--- src/rtl/matrix_mult_sequencer_if.sv ---
// Stream and multiplier-control bundle for matrix_mult_sequencer.
interface matrix_mult_sequencer_if;
  logic [3:0] in_data;
  logic       in_valid;
  logic       in_ready;
  logic [9:0] out_data;
  logic [3:0] out_idx;
  logic       out_last;
  logic       out_valid;
  logic       out_ready;
  logic       busy;
  logic [3:0] mm_i;
  logic       mm_ic;
  logic [3:0] mm_os;
  logic       mm_en;
  logic       mm_mr;
  logic [9:0] mm_matrix;

  modport master (
    input  in_data, in_valid, out_ready, mm_matrix,
    output in_ready, out_data, out_idx, out_last, out_valid, busy,
    output mm_i, mm_ic, mm_os, mm_en, mm_mr
  );

  modport slave (
    output in_data, in_valid, out_ready, mm_matrix,
    input  in_ready, out_data, out_idx, out_last, out_valid, busy,
    input  mm_i, mm_ic, mm_os, mm_en, mm_mr
  );
endinterface

--- src/rtl/matrix_mult_sequencer.sv ---
// Sequences operand load, compute strobes and result drain for a serial 3x3 multiplier.
module matrix_mult_sequencer #(
  parameter int unsigned IC_HIGH = 1,
  parameter int unsigned IC_LOW  = 1,
  parameter int unsigned SETTLE  = 1
) (
  input logic                       clk,
  input logic                       mr,
  matrix_mult_sequencer_if.master   bus
);

  typedef enum logic [1:0] {StClr, StLoad, StCompute, StDrain} state_e;
  // In DRAIN, PhSetup is the settle wait and PhIdle is presenting a result.
  typedef enum logic [1:0] {PhIdle, PhSetup, PhHigh, PhLow} phase_e;

  state_e     state_q;
  phase_e     phase_q;
  logic [7:0] cnt_q;
  logic [4:0] elem_q;
  logic       in_ready_q, out_valid_q, out_last_q, busy_q;
  logic [9:0] out_data_q;
  logic [3:0] out_idx_q, mm_i_q, mm_os_q;
  logic       mm_ic_q, mm_en_q, mm_mr_q;

  always_ff @(posedge clk or negedge mr) begin
    if (!mr) begin
      state_q     <= StClr;
      phase_q     <= PhIdle;
      cnt_q       <= '0;
      elem_q      <= '0;
      in_ready_q  <= 1'b0;
      out_valid_q <= 1'b0;
      out_last_q  <= 1'b0;
      busy_q      <= 1'b1;
      out_data_q  <= '0;
      out_idx_q   <= '0;
      mm_i_q      <= '0;
      mm_os_q     <= '0;
      mm_ic_q     <= 1'b0;
      mm_en_q     <= 1'b0;
      mm_mr_q     <= 1'b1;
    end else begin
      unique case (state_q)
        StClr: begin
          if (cnt_q == 8'd1) begin
            cnt_q      <= '0;
            mm_mr_q    <= 1'b0;
            in_ready_q <= 1'b1;
            busy_q     <= 1'b0;
            elem_q     <= '0;
            phase_q    <= PhIdle;
            state_q    <= StLoad;
          end else begin
            cnt_q <= cnt_q + 8'd1;
          end
        end
        StLoad: begin
          case (phase_q)
            PhIdle: begin
              if (bus.in_valid && in_ready_q) begin
                mm_i_q     <= bus.in_data;
                in_ready_q <= 1'b0;
                busy_q     <= 1'b1;
                phase_q    <= PhSetup;
              end
            end
            PhSetup: begin
              mm_ic_q <= 1'b1;
              cnt_q   <= '0;
              phase_q <= PhHigh;
            end
            PhHigh: begin
              if (cnt_q == 8'(IC_HIGH - 1)) begin
                mm_ic_q <= 1'b0;
                cnt_q   <= '0;
                phase_q <= PhLow;
              end else begin
                cnt_q <= cnt_q + 8'd1;
              end
            end
            default: begin
              if (cnt_q == 8'(IC_LOW - 1)) begin
                cnt_q <= '0;
                if (elem_q == 5'd17) begin
                  elem_q  <= '0;
                  mm_i_q  <= '0;
                  phase_q <= PhSetup;
                  state_q <= StCompute;
                end else begin
                  elem_q     <= elem_q + 5'd1;
                  in_ready_q <= 1'b1;
                  phase_q    <= PhIdle;
                end
              end else begin
                cnt_q <= cnt_q + 8'd1;
              end
            end
          endcase
        end
        StCompute: begin
          case (phase_q)
            PhHigh: begin
              if (cnt_q == 8'(IC_HIGH - 1)) begin
                mm_ic_q <= 1'b0;
                cnt_q   <= '0;
                phase_q <= PhLow;
              end else begin
                cnt_q <= cnt_q + 8'd1;
              end
            end
            PhLow: begin
              if (cnt_q == 8'(IC_LOW - 1)) begin
                cnt_q <= '0;
                if (elem_q == 5'd8) begin
                  mm_os_q <= '0;
                  mm_en_q <= 1'b1;
                  phase_q <= PhSetup;
                  state_q <= StDrain;
                end else begin
                  elem_q  <= elem_q + 5'd1;
                  mm_ic_q <= 1'b1;
                  phase_q <= PhHigh;
                end
              end else begin
                cnt_q <= cnt_q + 8'd1;
              end
            end
            default: begin
              mm_ic_q <= 1'b1;
              cnt_q   <= '0;
              phase_q <= PhHigh;
            end
          endcase
        end
        StDrain: begin
          if (phase_q == PhSetup) begin
            if (cnt_q == 8'(SETTLE - 1)) begin
              out_data_q  <= bus.mm_matrix;
              out_idx_q   <= mm_os_q;
              out_last_q  <= (mm_os_q == 4'd8);
              out_valid_q <= 1'b1;
              phase_q     <= PhIdle;
            end else begin
              cnt_q <= cnt_q + 8'd1;
            end
          end else if (bus.out_ready) begin
            out_valid_q <= 1'b0;
            cnt_q       <= '0;
            if (mm_os_q == 4'd8) begin
              mm_os_q <= '0;
              mm_en_q <= 1'b0;
              mm_mr_q <= 1'b1;
              busy_q  <= 1'b1;
              state_q <= StClr;
            end else begin
              mm_os_q <= mm_os_q + 4'd1;
              phase_q <= PhSetup;
            end
          end
        end
      endcase
    end
  end

  assign bus.in_ready  = in_ready_q;
  assign bus.out_data  = out_data_q;
  assign bus.out_idx   = out_idx_q;
  assign bus.out_last  = out_last_q;
  assign bus.out_valid = out_valid_q;
  assign bus.busy      = busy_q;
  assign bus.mm_i      = mm_i_q;
  assign bus.mm_ic     = mm_ic_q;
  assign bus.mm_os     = mm_os_q;
  assign bus.mm_en     = mm_en_q;
  assign bus.mm_mr     = mm_mr_q;

endmodule

--- src/flat_wrapper.sv ---
// flat-port wrapper written by rule: the top's interface ports become plain ports
module matrix_mult_sequencer_flat 
#(
  parameter int unsigned IC_HIGH = 1,
  parameter int unsigned IC_LOW  = 1,
  parameter int unsigned SETTLE  = 1
)
  (clk, mr, bus_in_data, bus_in_valid, bus_out_ready, bus_mm_matrix, bus_in_ready, bus_out_data, bus_out_idx, bus_out_last, bus_out_valid, bus_busy, bus_mm_i, bus_mm_ic, bus_mm_os, bus_mm_en, bus_mm_mr);
  matrix_mult_sequencer_if bus_i ();
  input logic clk;
  input logic mr;
  input wire logic [$bits(bus_i.in_data)-1:0] bus_in_data;
  input wire logic [$bits(bus_i.in_valid)-1:0] bus_in_valid;
  input wire logic [$bits(bus_i.out_ready)-1:0] bus_out_ready;
  input wire logic [$bits(bus_i.mm_matrix)-1:0] bus_mm_matrix;
  output wire logic [$bits(bus_i.in_ready)-1:0] bus_in_ready;
  output wire logic [$bits(bus_i.out_data)-1:0] bus_out_data;
  output wire logic [$bits(bus_i.out_idx)-1:0] bus_out_idx;
  output wire logic [$bits(bus_i.out_last)-1:0] bus_out_last;
  output wire logic [$bits(bus_i.out_valid)-1:0] bus_out_valid;
  output wire logic [$bits(bus_i.busy)-1:0] bus_busy;
  output wire logic [$bits(bus_i.mm_i)-1:0] bus_mm_i;
  output wire logic [$bits(bus_i.mm_ic)-1:0] bus_mm_ic;
  output wire logic [$bits(bus_i.mm_os)-1:0] bus_mm_os;
  output wire logic [$bits(bus_i.mm_en)-1:0] bus_mm_en;
  output wire logic [$bits(bus_i.mm_mr)-1:0] bus_mm_mr;
  assign bus_i.in_data = bus_in_data;
  assign bus_i.in_valid = bus_in_valid;
  assign bus_i.out_ready = bus_out_ready;
  assign bus_i.mm_matrix = bus_mm_matrix;
  assign bus_in_ready = bus_i.in_ready;
  assign bus_out_data = bus_i.out_data;
  assign bus_out_idx = bus_i.out_idx;
  assign bus_out_last = bus_i.out_last;
  assign bus_out_valid = bus_i.out_valid;
  assign bus_busy = bus_i.busy;
  assign bus_mm_i = bus_i.mm_i;
  assign bus_mm_ic = bus_i.mm_ic;
  assign bus_mm_os = bus_i.mm_os;
  assign bus_mm_en = bus_i.mm_en;
  assign bus_mm_mr = bus_i.mm_mr;
  matrix_mult_sequencer #(.IC_HIGH(IC_HIGH), .IC_LOW(IC_LOW), .SETTLE(SETTLE)) u_core (.clk(clk), .mr(mr), .bus(bus_i));
endmodule
--- config.mk ---
export PLATFORM = sky130hd
export DESIGN_NAME = matrix_mult_sequencer_flat
export DESIGN_NICKNAME = d
export VERILOG_FILES = /design/src/rtl/matrix_mult_sequencer_if.sv /design/src/rtl/matrix_mult_sequencer.sv /design/src/flat_wrapper.sv
export SDC_FILE = /design/constraint.sdc
export NUM_CORES = 1
export LEC_CHECK = 0
export ABC_AREA = 1
export BUFFER_PORTS_ARGS = -buffer_cell sky130_fd_sc_hd__buf_2
export CAP_MARGIN = 20
export CORE_MARGIN = 2
export CORE_UTILIZATION = 45
export CTS_BUF_LIST = sky130_fd_sc_hd__clkbuf_8
export CTS_CLUSTER_SIZE = 20
export DETAILED_ROUTE_END_ITERATION = 12
export PLACE_DENSITY = 0.66
export SYNTH_ARGS = -nofsm -noshare
export SYNTH_HDL_FRONTEND = slang
export SYNTH_SLANG_ARGS = --single-unit
--- constraint.sdc ---
create_clock -name clk -period 3.04 [get_ports clk]
set_input_delay 0 -clock clk [delete_from_list [all_inputs] [get_ports clk]]
set_output_delay 0 -clock clk [all_outputs]
set_load 0.005 [all_outputs]
==> metrics, run 1 <==
status=complete, no violations; IO buf count=46; syn_nets=403; Mapped Avg Cell Area=7.62 um^2; die height=83.0 um; CTS resizes=0; Final Worst Setup Slack=933 ps; CTS tree=built; Worst path top cell family by delay=simple AND/OR/NAND/NOR gates; RePlAce Congestion=0.859; die footprint=0.00688 mm^2; hpwl dp=4610 um; CTS buffer count=5; Tot Pwr=1.05 mW; Synth cell types=30; Min Hold Slack=87.0 ps; Initial Util=0.471; Antenna diodes=0; Worst R2R Start=u_core.state_q[0]; Lkg Pwr=1.64 nW; Fin. Hold Viols=0; Worst-Margin Slew=524 ps; sequential area share after synthesis=0.411; DP Cell Count=482; Pre-antenna DRT Iters=4; Synth top area share=0.393; vias per cell=4.89; fin nets=465; Primary FF master, synth=dfrtp_1; Yosys reg bits=46; Mapped Cells=368; hold_sp=bus_out_ready; f_max=475 MHz; part of the cycle the worst path needs=0.693; CP Max Fanout=24; Boundary Pins=47; dominant cell type by area after synthesis=dfrtp_1; Mapped Area=0.00281 mm^2; CTS root buffer=clkbuf_8; Final min period=2110 ps; Slew HR=0.651; core area=0.00596 mm^2; fin util=0.563; most frequent cell after synthesis=nand2_1; Routed WL=6470 um; number of synthesized flops with an enable pin=0; Synth Warn #=0; required time worst endpoint=3290 ps; max-capacitance violation count=0; Fillers=566; top cells by area, synth=dfrtp_1 (39%), nand2_1 (16%), ha_1 (7.6%); CTS Sinks=46; ys async rst share=1.00; Min-Delay Path Class=input port to flip-flop; largest net degree at the start of global routing=47; Iter 0 DRT Violations=158; Reg clk slew, reported paths=100 ps; maximum VDD drop=0.000174 V; PwrDens=313 mW/mm^2; drc violations=0; clock skew=3.96 ps; Layout area overhead=19.5%; aggregate global routing overflow=0; width of the chip=83.0 um; fin cells=506; Setup CP Type=flip-flop to flip-flop; critical path's most frequent cell=nand2_1; Buf/Inv on CP=2; antenna-violating nets left=0; GRT Overall Usage=0.205; drt wl/cell=12.8 um; CP Capture Type=flip-flop; CP arrival=2360 ps; Slew Viols, Final=0; row cnt=28; CP cell instances=ha_1 -> nand2_1 -> inv_2 -> nand3_4 -> inv_1 -> nand2_1 -> nand2_1; H-tree Lvls=2; via count=2,476; DP Worst Slack=953 ps; Setup TNS=0 ps; crit path from=u_core.state_q[0]; crit start category=flip-flop; antenna violations before repair=0; share of layout cells above drive strength 1=0.216; unrepaired setup endpoints after global routing=false; crit path max-delay cell type=ha_1; vias in the first global route=2,536; Synth top cells by count=nand2_1 (122), dfrtp_1 (44), nor2_1 (31), inv_1 (27), nand3_1 (23); first-pass GRT wire length=11,800 um; CP peak stage delay=440 ps; Setup violations, final=0; Max clock buf depth=2; Placed Instance Area=0.00309 mm^2; final instance area=0.00335 mm^2; Worst-Skew Late Latency=310 ps
[routing by layer]
layer,up-vias,wire length (um),GRT usage
li1,1303,-,-
met1,1117,3100,0.282
met2,49,3070,0.342
met3,7,226,0.0288
met4,0,72,0.0537
met5,-,0,0
[final cells by class]
cell class	instances	area, um^2	share of cell area
clock inverter	3	21.3	0.00635
tap	75	93.8	0.0280
multi-input combinational	280	1480	0.442
sequential	46	1150	0.344
inverter	35	134	0.0399
clock buffer	5	68.8	0.0205
timing repair buffer	62	400	0.119
[worst paths after layout]
path / endpoint / slack (ps) / depth (start not counted)
worst max-delay path: u_core.bus.out_data[4] / 930 / 7
worst min-delay path: u_core.bus.out_valid / 90 / 4
worst max register to register: u_core.bus.out_data[4] / 930 / 7
worst min register to register: u_core.bus.out_data[3] / 490 / 2
max in group asynchronous: u_core.bus.busy / 2250 / 3
min in group asynchronous: u_core.bus.out_data[2] / 200 / 2
[where the power goes]
| group | leakage [nW] | internal [mW] | switching, mW |
|---|---|---|---|
| registers | 0.563 | 0.611 | 0 |
| clock network | 0.0441 | 0.162 | 0.232 |
| logic | 1.03 | 0.0234 | 0.0194 |
| total | 1.64 | 0.797 | 0.251 |
[tightest hold or removal path: stages]
cell and delay (ps):
buf_2 80, inv_1 70, o21ai_0 160, nand2_1 50
[what timing repair did]
item / in CTS / in global routing
hold buffers: 15 / 0
buffers inserted: 0 / 0
hold endpoints to repair: 58 / 0
[registers in the layout (all words and copies together) (netlist names)]
| register | flops |
|---|---|
| u_core.bus.out_data | 10 |
| u_core.cnt_q | 8 |
| u_core.elem_q | 5 |
| u_core.bus.mm_i | 4 |
| u_core.bus.mm_os | 4 |
| u_core.bus.out_idx | 4 |
| u_core.phase_q | 2 |
| u_core.state_q | 2 |
| u_core.bus.busy | 1 |
| u_core.bus.in_ready | 1 |
| u_core.bus.mm_en | 1 |
| u_core.bus.mm_ic | 1 |
| u_core.bus.mm_mr | 1 |
| u_core.bus.out_last | 1 |
| u_core.bus.out_valid | 1 |
[cell families (layout without fill, tap and decap cells)]
| family | after synthesis | in the layout | share of synthesized area |
|---|---|---|---|
| and+or+nand+nor | 210 | 210 | 0.344 |
| adders and majority gates | 17 | 17 | 0.0758 |
| DFF | 46 | 46 | 0.411 |
| AOI/OAI and AO/OA | 48 | 48 | 0.0919 |
| buffers and inverters | 42 | 105 | 0.0611 |
| xor gates and xnor gates | 5 | 5 | 0.0156 |
[layout by cell type, fill, tap and decap left out, types with 3 or more instances in the layout]
cell,instances
nor2_1,31
buf_2,46
nor2_2,10
ha_1,17
a21oi_1,5
nor2_4,4
dfrtp_1,44
clkbuf_8,5
inv_1,27
o21ai_2,3
nand4_1,4
dlygate4sd3_1,15
nand3_1,23
nand3_2,6
inv_2,7
o21ai_0,19
nand2_1,122
xor2_1,5
o21ai_1,18
Note: power is estimated with default switching activity, not from simulation.
==> run 2: changes to the inputs <==
Settings changed: ABC_AREA 1 to 0.
Clock period 3.04 ns to 2 ns, I/O delays scaled along.
==> run 2 against run 1 <==
The run now ends with setup timing left; via count fell by 1.7%; die area decreased by 5.5%; clock-buffer cell count did not move; clock power increased by 51%; critical path depth grew 1; cell area grew 10%; critical endpoint is now u_core.elem_q[3].
==> metrics, run 2 <==
Yosys reg bits=46; commonest non-fill, non-tap cells in the layout=buf_2 (46), buf_4 (44), dfrtp_1 (44); fin nets=411; Seq pwr share=0.276; Synth Warn #=0; Mapped Area=0.00264 mm^2; top cells by area, synth=dfrtp_1 (42%), ha_1 (8.0%), mux2_2 (5.1%); most common cell after layout, fill and taps aside=buf_2; Tot Pwr=5.40 mW; internal cell power=3.13 mW; Synth top area share=0.416; flop2flop setup slack=-50 ps; Fin. Hold Viols=0; Setup violations, final=4; Worst-Margin Slew=579 ps; CTS root buffer=clkbuf_8; GRT Overall Usage=0.212; syn_nets=302; width of the chip=80.7 um; Setup TNS=-113 ps; Antenna diodes=0; crit path max-delay cell type=a2111o_1; CP Capture Type=flip-flop; CP arrival=2270 ps; aggregate global routing overflow=0; Min-Delay Path Class=input port to flip-flop; Pre-antenna DRT Iters=4; Iter 0 DRT Violations=113; ys async rst share=1.00; most frequent cell after synthesis=dfrtp_1; Lkg Pwr=1.79 nW; unrepaired setup endpoints after global routing=true; first-pass GRT wire length=10,800 um; Slew Viols, Final=0; CP cell instances=inv_2 -> ha_4 -> nor3b_4 -> buf_6 -> a31oi_1 -> a2111o_1 -> nand2b_4 -> o31ai_2; die footprint=0.00650 mm^2; drt wl/cell=15.2 um; IO buf count=46; Worst-Skew Late Latency=300 ps; Slew HR=0.614; CTS buffer count=5; hpwl dp=4650 um; Boundary Pins=47; drc violations=0; Synth top cells by count=dfrtp_1 (44), nand2_1 (25), inv_1 (21), o21ai_0 (19), ha_1 (17); Reg clk slew, reported paths=100 ps; dominant cell type by area after synthesis=dfrtp_1; Final min period=2050 ps; Min Hold Slack=51.0 ps; CP peak stage delay=500 ps; Routed WL=6810 um; DP Worst Slack=-65.8 ps; switching share of power=0.419; Setup CP Type=flip-flop to flip-flop; H-tree Lvls=2; part of the cycle the worst path needs=1.03; f_max=487 MHz; P_sw=2.26 mW; required time worst endpoint=2220 ps; largest net degree at the start of global routing=47; Primary FF master, synth=dfrtp_1; antenna violations before repair=0; RePlAce Congestion=0.908; CTS Sinks=46; CTS tree=built; antenna-violating nets left=0; core area=0.00557 mm^2; max reg flops=10; maximum VDD drop=0.000791 V; share of layout cells above drive strength 1=0.387; Max clock buf depth=2; max-capacitance violation count=0; Initial Util=0.474; clock power share=0.110; vias in the first global route=2,393; row cnt=27; PwrDens=1460 mW/mm^2; Logic pwr share=0.614; CP Max Fanout=5; fin util=0.662; clock skew=6.78 ps; Final Worst Setup Slack=-53.7 ps; failing checks=setup timing; Mapped Cells=267; vias per cell=5.42; number of synthesized flops with an enable pin=0; Synth cell types=47; crit start category=flip-flop; sequential area share after synthesis=0.436; via count=2,434; status=complete, but fails checks; die height=80.7 um; Layout area overhead=39.5%; Mapped Avg Cell Area=9.90 um^2
run 2: cell types whose count changed after synthesis, moves of 8 or more:
cell | before | now
o21ai_1 | 18 | 7
nand3_1 | 23 | 10
nor2_1 | 31 | 13
nand2_1 | 122 | 25
nor2_2 | 10 | 0
a21oi_1 | 5 | 13
mux2_2 | 0 | 12
run 2: power groups by stage:
stage	Combinational, mW	Clock [mW]	Sequential [mW]
final	3.31	0.595	1.49
after global routing	3.66	0.646	1.53
after CTS	2.99	0.612	1.48
after detailed placement	2.92	0	1.50
after global placement	2.89	0	1.48
after floorplan	1.66	0	1.53
run 2: logic make-up (layout without fill, tap and decap cells):
kind of cell / count (synthesis) / count (layout) / share of synthesized area
AND/OR/NAND/NOR: 83 / 83 / 0.180
AO/OA/AOI/OAI: 73 / 73 / 0.179
flip-flops: 46 / 46 / 0.436
buffers and inverters: 29 / 139 / 0.0440
multiplexers: 19 / 19 / 0.0795
adder cells (fa/ha/maj): 17 / 17 / 0.0805
run 2: worst paths after layout:
| path | startpoint | to | cells after the start |
|---|---|---|---|
| worst min-delay path | bus_out_ready | u_core.bus.out_valid | 4 |
| worst min register to register | u_core.bus.out_idx[1] | u_core.bus.out_idx[1] | 2 |
| worst max register to register | u_core.cnt_q[1] | u_core.elem_q[3] | 8 |
| worst max-delay path | u_core.cnt_q[1] | u_core.elem_q[3] | 8 |
| max in group asynchronous | mr | u_core.phase_q[0] | 3 |
| min in group asynchronous | mr | u_core.bus.out_data[0] | 3 |
run 2: area by class of cell:
cell class / instances / area (um^2)
fill: 440 / 1890
multi-input combinational: 192 / 1500
sequential: 46 / 1150
timing repair buffer: 110 / 767
tap: 72 / 90.1
inverter: 21 / 78.8
clock buffer: 5 / 68.8
clock inverter: 3 / 25.0
run 2: per-stage QoR:
stage          cell area (um^2)  instances
6_report                   3690        449
5_1_grt                    3690        449
4_1_cts                    3510        442
3_5_place_dp               3240        417
3_3_place_gp               3240        417
2_1_floorplan              2650        267
run 2: repair_timing:
item	CTS	global route
resized for setup	3	31
cloned	0	0
hold buffers	15	0
endpoints found under the setup margin	5	20
pin swaps	1	16
buffers inserted	2	7
endpoints found under the hold margin	58	0
run 2: routing by layer:
| metal | up-vias | GRT usage | share of wire |
|---|---|---|---|
| li1 | 1179 | - | - |
| met1 | 1158 | 0.266 | 0.44 |
| met2 | 87 | 0.355 | 0.48 |
| met3 | 10 | 0.0449 | 0.057 |
| met4 | 0 | 0.0831 | 0.017 |
| met5 | - | 0 | 0 |
run 2: critical path: cells and delay by family, from the launching register on:
family	cells	cell delay, ps
AOI/OAI and AO/OA	3	780
adders and majority gates	1	110
buffers and inverters	2	230
DFF	1	410
and+or+nand+nor	2	430
